$ cat config.mk
export PLATFORM = sky130hd
export DESIGN_NAME = alu_rr_scheduler
export DESIGN_NICKNAME = d
export VERILOG_FILES = /design/src/rtl/alu_rr_scheduler.sv
export SDC_FILE = /design/constraint.sdc
export NUM_CORES = 1
export LEC_CHECK = 0
export CORE_AREA = 2 2 167 169
export CTS_BUF_LIST = sky130_fd_sc_hd__clkbuf_2
export CTS_CLUSTER_DIAMETER = 40
export CTS_CLUSTER_SIZE = 20
export DETAILED_ROUTE_END_ITERATION = 8
export DIE_AREA = 0 0 169 171
export HOLD_SLACK_MARGIN = 0.08
export SYNTH_ARGS = -nofsm -noshare
export SYNTH_HDL_FRONTEND = slang
export SYNTH_SLANG_ARGS = --single-unit
$ cat constraint.sdc
create_clock -name clk -period 2.2 [get_ports clk]
set_input_delay 0.44 -clock clk [delete_from_list [all_inputs] [get_ports clk]]
set_output_delay 0.44 -clock clk [all_outputs]
set_load 0.01 [all_outputs]
$ cat src/rtl/alu_rr_scheduler.sv
// Round-robin front end that time-shares one combinational 32-bit ALU among N_REQ requesters.
// One operation in flight: IDLE grants and latches operands, EXEC samples the ALU, RESP holds the result.
module alu_rr_scheduler #(
  parameter int N_REQ = 4,
  parameter int ID_W  = 2
) (
  input  logic                  clk,
  input  logic                  rst_n,
  input  logic [N_REQ-1:0]      req_valid,
  output logic [N_REQ-1:0]      req_ready,
  input  logic [32*N_REQ-1:0]   req_a,
  input  logic [32*N_REQ-1:0]   req_b,
  input  logic [4*N_REQ-1:0]    req_op,
  output logic [31:0]           alu_a,
  output logic [31:0]           alu_b,
  output logic [3:0]            alu_op,
  input  logic [31:0]           alu_y,
  input  logic [3:0]            alu_flags,
  output logic                  rsp_valid,
  input  logic                  rsp_ready,
  output logic [ID_W-1:0]       rsp_id,
  output logic [31:0]           rsp_y,
  output logic [3:0]            rsp_flags,
  output logic                  busy,
  output logic [1:0]            dbg_state_o
);

  // Handshakes: a transfer happens on a rising edge where valid and ready are both high.
  // req_ready is only ever offered in IDLE, to the single round-robin winner.

  typedef enum logic [1:0] {
    S_IDLE = 2'd0,
    S_EXEC = 2'd1,
    S_RESP = 2'd2
  } state_t;

  localparam logic [3:0] OP_CLEAR = 4'b0011;

  state_t            state_q;
  logic [ID_W-1:0]   last_grant_q;
  logic [31:0]       a_q;
  logic [31:0]       b_q;
  logic [3:0]        op_q;
  logic [ID_W-1:0]   id_q;
  logic              rsp_valid_q;
  logic [ID_W-1:0]   rsp_id_q;
  logic [31:0]       rsp_y_q;
  logic [3:0]        rsp_flags_q;

  logic              grant_found;
  logic [ID_W-1:0]   grant_idx;
  logic [ID_W-1:0]   cand_idx;

  // Scan starts one past the previous winner so every waiting requester is reached within N_REQ grants.
  always_comb begin
    grant_found = 1'b0;
    grant_idx   = '0;
    cand_idx    = '0;
    for (int k = 1; k <= N_REQ; k++) begin
      cand_idx = ID_W'((int'(last_grant_q) + k) % N_REQ);
      if (!grant_found && req_valid[cand_idx]) begin
        grant_found = 1'b1;
        grant_idx   = cand_idx;
      end
    end
  end

  always_comb begin
    req_ready = '0;
    if (state_q == S_IDLE && grant_found) begin
      req_ready[grant_idx] = 1'b1;
    end
  end

  always_ff @(posedge clk or negedge rst_n) begin
    if (!rst_n) begin
      state_q      <= S_IDLE;
      last_grant_q <= ID_W'(N_REQ - 1);
      a_q          <= '0;
      b_q          <= '0;
      op_q         <= '0;
      id_q         <= '0;
      rsp_valid_q  <= 1'b0;
      rsp_id_q     <= '0;
      rsp_y_q      <= '0;
      rsp_flags_q  <= '0;
    end else begin
      unique case (state_q)
        S_IDLE: begin
          if (grant_found) begin
            a_q          <= req_a[32*int'(grant_idx) +: 32];
            b_q          <= req_b[32*int'(grant_idx) +: 32];
            op_q         <= req_op[4*int'(grant_idx) +: 4];
            id_q         <= grant_idx;
            last_grant_q <= grant_idx;
            state_q      <= S_EXEC;
          end
        end
        S_EXEC: begin
          rsp_y_q     <= alu_y;
          rsp_flags_q <= alu_flags;
          rsp_id_q    <= id_q;
          rsp_valid_q <= 1'b1;
          state_q     <= S_RESP;
        end
        S_RESP: begin
          if (rsp_ready) begin
            rsp_valid_q <= 1'b0;
            state_q     <= S_IDLE;
          end
        end
        default: state_q <= S_IDLE;
      endcase
    end
  end

  // The shared ALU sees a clear op with zero operands whenever it is not executing for us.
  assign alu_a       = (state_q == S_EXEC) ? a_q  : 32'd0;
  assign alu_b       = (state_q == S_EXEC) ? b_q  : 32'd0;
  assign alu_op      = (state_q == S_EXEC) ? op_q : OP_CLEAR;

  assign rsp_valid   = rsp_valid_q;
  assign rsp_id      = rsp_id_q;
  assign rsp_y       = rsp_y_q;
  assign rsp_flags   = rsp_flags_q;
  assign busy        = (state_q != S_IDLE);
  assign dbg_state_o = state_q;

endmodule
Word-level counts from Yosys, hierarchy flattened

Cells that the tools add are included.

Add/subtract/negate cells: 4
Order comparisons: 6
Equality and inequality tests: 4
Shift operators: 3
Mux-type cells: 27
Reduce and logical (&&, ||, !) cells: 14

Operators with widths:

| kind                                                                                 | count |
|---|---|
| 128-bit by 8-bit variable part select with 32-bit output                             | 2 |
| 32-bit two-way mux                                                                   | 2 |
| 16-bit by 5-bit variable part select with 4-bit output                               | 1 |
| 2-bit by 3-bit less-than comparator with 1-bit output (second input constant)        | 5 |
| 2-bit two-way mux                                                                    | 6 |
| 1-bit two-way mux                                                                    | 10 |
| 1-bit binary-select mux with 2-bit select                                            | 4 |
| 4-bit two-way mux                                                                    | 2 |
| 2-bit case mux with 3 select lines                                                   | 1 |
| 2-bit AND reduction                                                                  | 3 |
| 1-bit logical AND                                                                    | 5 |
| 2-bit by 1-bit adder with 2-bit output (second input constant)                       | 2 |
| 2-bit adder (second input constant)                                                  | 2 |
| 2-bit != test (second input constant)                                                | 2 |
| 2-bit nonzero test                                                                   | 2 |
| 1-bit logical NOT                                                                    | 3 |
| 1-bit demux with 2-bit select                                                        | 1 |
| 2-bit by 1-bit == test with 1-bit output (second input constant)                     | 1 |
| 2-bit == test (second input constant)                                                | 1 |
| 2-bit by 1-bit greater-or-equal comparator with 1-bit output (second input constant) | 1 |
| 2-bit logical NOT                                                                    | 1 |
| 1-bit case mux with 2 select lines                                                   | 1 |

Register bits: 113
Bits of input ports: 315
Output and inout bits: 114
Word-level logic and storage cells: 68

Longest topological paths before layout

Depth in word-level cells: 18
Depth in mapped cells: 9
Mapped depth without buffers: 5

Worst setup path after synthesis

No wires, ideal clock.

Kind: flip-flop to output port
Start point: reg last_grant_q[1]
End point: out req_ready[2]
Data arrival time: 1.743 ns
Required time: 1.760 ns
Path slack: 0.017 ns
Cell stages (with the launch flop): 8
Path buffers: 3
Cells stage by stage: dfstp_2 buf_4 nand2_1 a311o_1 buf_6 buf_6 or2_1 nor2_1

Cells in the longest elaborated chain, start to end: 18
Elaborated cells between the ends (all ways): 33
Those cells by class: add/sub: 4; order compare: 2; mux: 19; reduce/logical: 8

RTL lines:

| item                                                                                                                                                               | line | RTL |
|---|---|---|
| start, declared                                                                                                                                                    | 40   | `logic [ID_W-1:0] last_grant_q;` |
| start signal, assigned                                                                                                                                             | 78   | `last_grant_q <= ID_W'(N_REQ - 1);` |
| start signal, assigned                                                                                                                                             | 95   | `last_grant_q <= grant_idx;` |
| 2-bit by 1-bit adder with 2-bit output                                                                                                                             | 60   | `cand_idx = ID_W'((int'(last_grant_q) + k) % N_REQ);` |
| 1-bit binary-select mux with 2-bit select                                                                                                                          | 61   | `if (!grant_found && req_valid[cand_idx]) begin` |
| 1-bit two-way mux (not written as such)                                                                                                                            | 61   |  |
| 1-bit two-way mux                                                                                                                                                  | 61   |  |
| 1-bit logical NOT                                                                                                                                                  | 61   |  |
| 1-bit logical AND                                                                                                                                                  | 61   |  |
| 1-bit two-way mux                                                                                                                                                  | 61   |  |
| 1-bit logical NOT                                                                                                                                                  | 61   |  |
| [2 not listed]                                                                                                                                                     | n/a  |  |
| 1-bit logical NOT                                                                                                                                                  | 61   |  |
| 1-bit logical AND                                                                                                                                                  | 61   |  |
| 2-bit two-way mux                                                                                                                                                  | 61   |  |
| 2-bit by 3-bit less-than comparator with 1-bit output (not written as such) / 2-bit by 1-bit greater-or-equal comparator with 1-bit output (equally long branches) | 71   | `req_ready[grant_idx] = 1'b1;` |
| 1-bit logical AND (not written as such)                                                                                                                            | 71   |  |
| 1-bit two-way mux (not written as such)                                                                                                                            | 71   |  |
| 1-bit demux with 2-bit select                                                                                                                                      | 71   |  |
| 4-bit two-way mux (*)                                                                                                                                              | 70   | `if (state_q == S_IDLE && grant_found) begin` |
| end, declared                                                                                                                                                      | 10   | `output logic [N_REQ-1:0] req_ready,` |

Mark *: on every way between the ends. The rest lies on a longest branch, timed or not. The select of a mux whose other input is x is not followed.

Worst setup path in the final report

Same ends and word-level chain as after synthesis.

==> summary.txt <==
Yosys
  – Cell area after synthesis: 0.007582 sq mm
  – Sequential cell area fraction in the yosys report: 0.3733
  – Synth cell types: 33
  – Number of flops mapped to enable cells by yosys: 0
  – Syn avg cell area: between 10 and 15 sq um
  – Mapped Nets: about 1.1k
  – Ys Warns: 0
  – Post-synth top flop: dfrtp_1
  – Asr flop ratio synth: 1.000
  – Number of synthesized register bits: about 110
  – Cells after synthesis: about 740

Layout
  – Commonest non-fill, non-tap cells in the layout: 351 x clkdlybuf4s50_1, 135 x nor3b_1, 111 x dfrtp_1, 98 x buf_6, 94 x mux2i_1
  – Commonest non-fill, non-tap cell in the layout: clkdlybuf4s50_1
  – Multi-input gate area: just under 0.005 sq mm
  – Area Overhead vs Synth: 92.18%
  – Post-Layout Cell Count: between 1.5k and 2k
  – Finished Cell Area: 0.01457 sq mm
  – Layout cells sized above 1: 0.3125
  – NumNets Final: around 1.6k
  – Register area: ~0.0028 sq mm
  – Fillers: ~2.5k

STA
  – Unrepaired setup endpoints after global routing: yes
  – Layout Skew: just under 70 ps
  – Fin. Hold Viols: 0
  – Headroom to the max-slew limit: 0.3922
  – Hold slack: between 200 and 300 ps
  – Measured slew at the worst slew-check pin: 911.7 ps
  – Fin Setup TNS: -20170 ps
  – Minimum clock period: between 2000 and 3000 ps
  – Final Max Tran Viols: 0
  – PnR worst setup slack: -429.3 ps
  – Final period util: 1.195
  – Final Setup Violations: around 140
  – Fmax: 0.3803 GHz

Place
  – PortBufs: around 430
  – Placed cells: 1487
  – Hpwl dp: 20330 microns
  – Placed Area: 0.01227 sq mm
  – GP Congestion: roughly 0.8

Critical path
  – Worst Path Arrival: between 2000 and 2500 ps
  – CP Capture Type: output port
  – Critical Path RT: 1760 ps
  – Flop2flop setup slack: -170 ps
  – Worst flop-to-flop path startpoint: last_grant_q[1]
  – Startpoint Class: register
  – Crit path buffers/inverters: 1
  – Slowest CP cell: dfstp_2
  – Crit path cell chain: nand2_2 > a311o_2 > or2_4 > nor2_1 > buf_2
  – Reg2reg path depth: 11
  – RR Endpoint: b_q[1]
  – CP max FO: 4
  – CP max stage delay: 610 ps
  – Critical path type: reg2out
  – Top delay family on crit path: flip-flops

GRT
  – Largest net degree at the start of global routing: approximately 70
  – Antenna violations before repair: 2
  – Gr usage total: 0.2172
  – GR Overflow Total: 0
  – First-pass GRT wire length: roughly 47000 microns
  – Vias in the first global route: between 7k and 8k

Clock tree
  – TritonCTS clock tree: built
  – CTS sink count: around 110
  – CTS max path bufs: 2
  – Clock transition at the registers of the reported paths: 210 ps
  – Clock Tree Root: clkbuf_2
  – Clk_lat worst skew: 670 ps
  – H-tree depth: 4
  – Number of CTS-inserted buffers: 17

Floorplan
  – Die W: roughly 170 microns
  – # rows: between 60 and 70
  – Initial Util: 0.2775
  – Num ports: around 430
  – Core Box Area: 0.02732 sq mm
  – Die area: roughly 0.029 sq mm
  – Die height: around 170 microns

Drt
  – Drt drc: 0
  – Via count: around 7.7k
  – Antenna Nets Post-Route: 0
  – Total Wirelength: around 32000 microns
  – Wirelength per Cell: just over 20 microns
  – Vias/cell: about 4.8
  – Initial DRC count: 340
  – Drt first pass iters: 5

Outcome
  – Outcome: finished, violations left
  – Violated checks: setup timing

Power
  – Max VDD drop: 0.7179 mV
  – Leak Pwr: 5.989 nW
  – Power Density: ~1200 mW/mm^2

Worst hold path
  – Hold Path Class: in2async

Job
  – Max cap viols: 0
tightest hold or removal path: cells and delay by family:
family	cells	cell delay, ps
buf+inv	3	930
cell type report:
class / instances / share of cell area
diodes: 2 / 0.0003435
clock buffers: 19 / 0.006526
clock inverters: 12 / 0.009789
inverters: 5 / 0.001460
multi-input cells: 551 / 0.3327
flip-flops and latches: 113 / 0.1942
well taps: 346 / 0.02971
repair buffers: 551 / 0.4252
layer usage:
layer	part of all wire	global-route usage
met4	0.013	0.04274
met2	0.49	0.3804
met5	0.00040	0
met1	0.42	0.2695
met3	0.073	0.05876
power by group:
part           internal, W  leakage (nW)  switching [W]
registers          0.00316          1.36       0.000550
clock network     0.000623         0.147       0.000902
logic              0.00724          4.48        0.00550
timing repair:
item                                    in CTS  in global routing
cloned                                      24                  0
gates resized for setup                    558                 82
endpoints found under the setup margin     122                143
pin swaps                                   62                 48
endpoints found under the hold margin      113                  0
hold buffers                                 1                  0
setup buffers                               63                 13
sequential cells by signal, indices dropped and copies added, names as in the netlist:
name / flops
rsp_y: 32
op_q: 4
rsp_valid: 1
b_q: 32
a_q: 32
rsp_flags: 4
id_q: 2
rsp_id: 2
last_grant_q: 2
dbg_state_o: 2
synthesized netlist by cell type (3+ instances only):
master / count / area, sq um
nand2_1: 74 / 277.8
nor3b_1: 136 / 1021
nand2b_1: 4 / 25.02
inv_1: 4 / 15.01
o211ai_1: 68 / 510.5
and2_1: 66 / 412.9
buf_4: 4 / 30.03
clkbuf_4: 4 / 30.03
buf_2: 7 / 35.03
nor2_1: 9 / 33.78
buf_12: 3 / 60.06
buf_6: 20 / 225.2
mux2_2: 38 / 427.9
dfrtp_1: 111 / 2778
clkbuf_1: 33 / 123.9
mux2i_1: 137 / 1371
a21oi_1: 3 / 15.01
worst max-delay path by stage:
stage                     from            to  slack, ps  cells past startpoint
3_3_place_gp      req_valid[3]  req_ready[2]       -680                      6
3_5_place_dp      req_valid[3]  req_ready[2]       -710                      6
2_1_floorplan  last_grant_q[1]  req_ready[2]         20                      7
5_1_grt        last_grant_q[1]  req_ready[2]       -590                      5
6_report       last_grant_q[1]  req_ready[2]       -430                      5
4_1_cts        last_grant_q[1]  req_ready[2]       -550                      5
cell families (layout without fill, tap and decap cells):
group / count (synthesis) / count (layout) / share of synthesized area
simple gates: 294 / 294 / 0.2375
mux: 175 / 175 / 0.2373
flops: 113 / 113 / 0.3733
compound gates: 82 / 82 / 0.07970
buf+inv: 79 / 587 / 0.07228
other cells: 0 / 2 / 0
per-stage QoR:
step,power (W),util,setup WS (ps)
3_5_place_dp,0.01277,0.4492,-711.7
3_3_place_gp,0.01263,0.4492,-677.1
5_1_grt,0.01909,0.5333,-589.1
2_1_floorplan,0.008998,-,16.92
6_report,0.01797,0.5333,-429.3
4_1_cts,0.01801,0.5276,-549.3
Power figures use the tool's default switching activity.
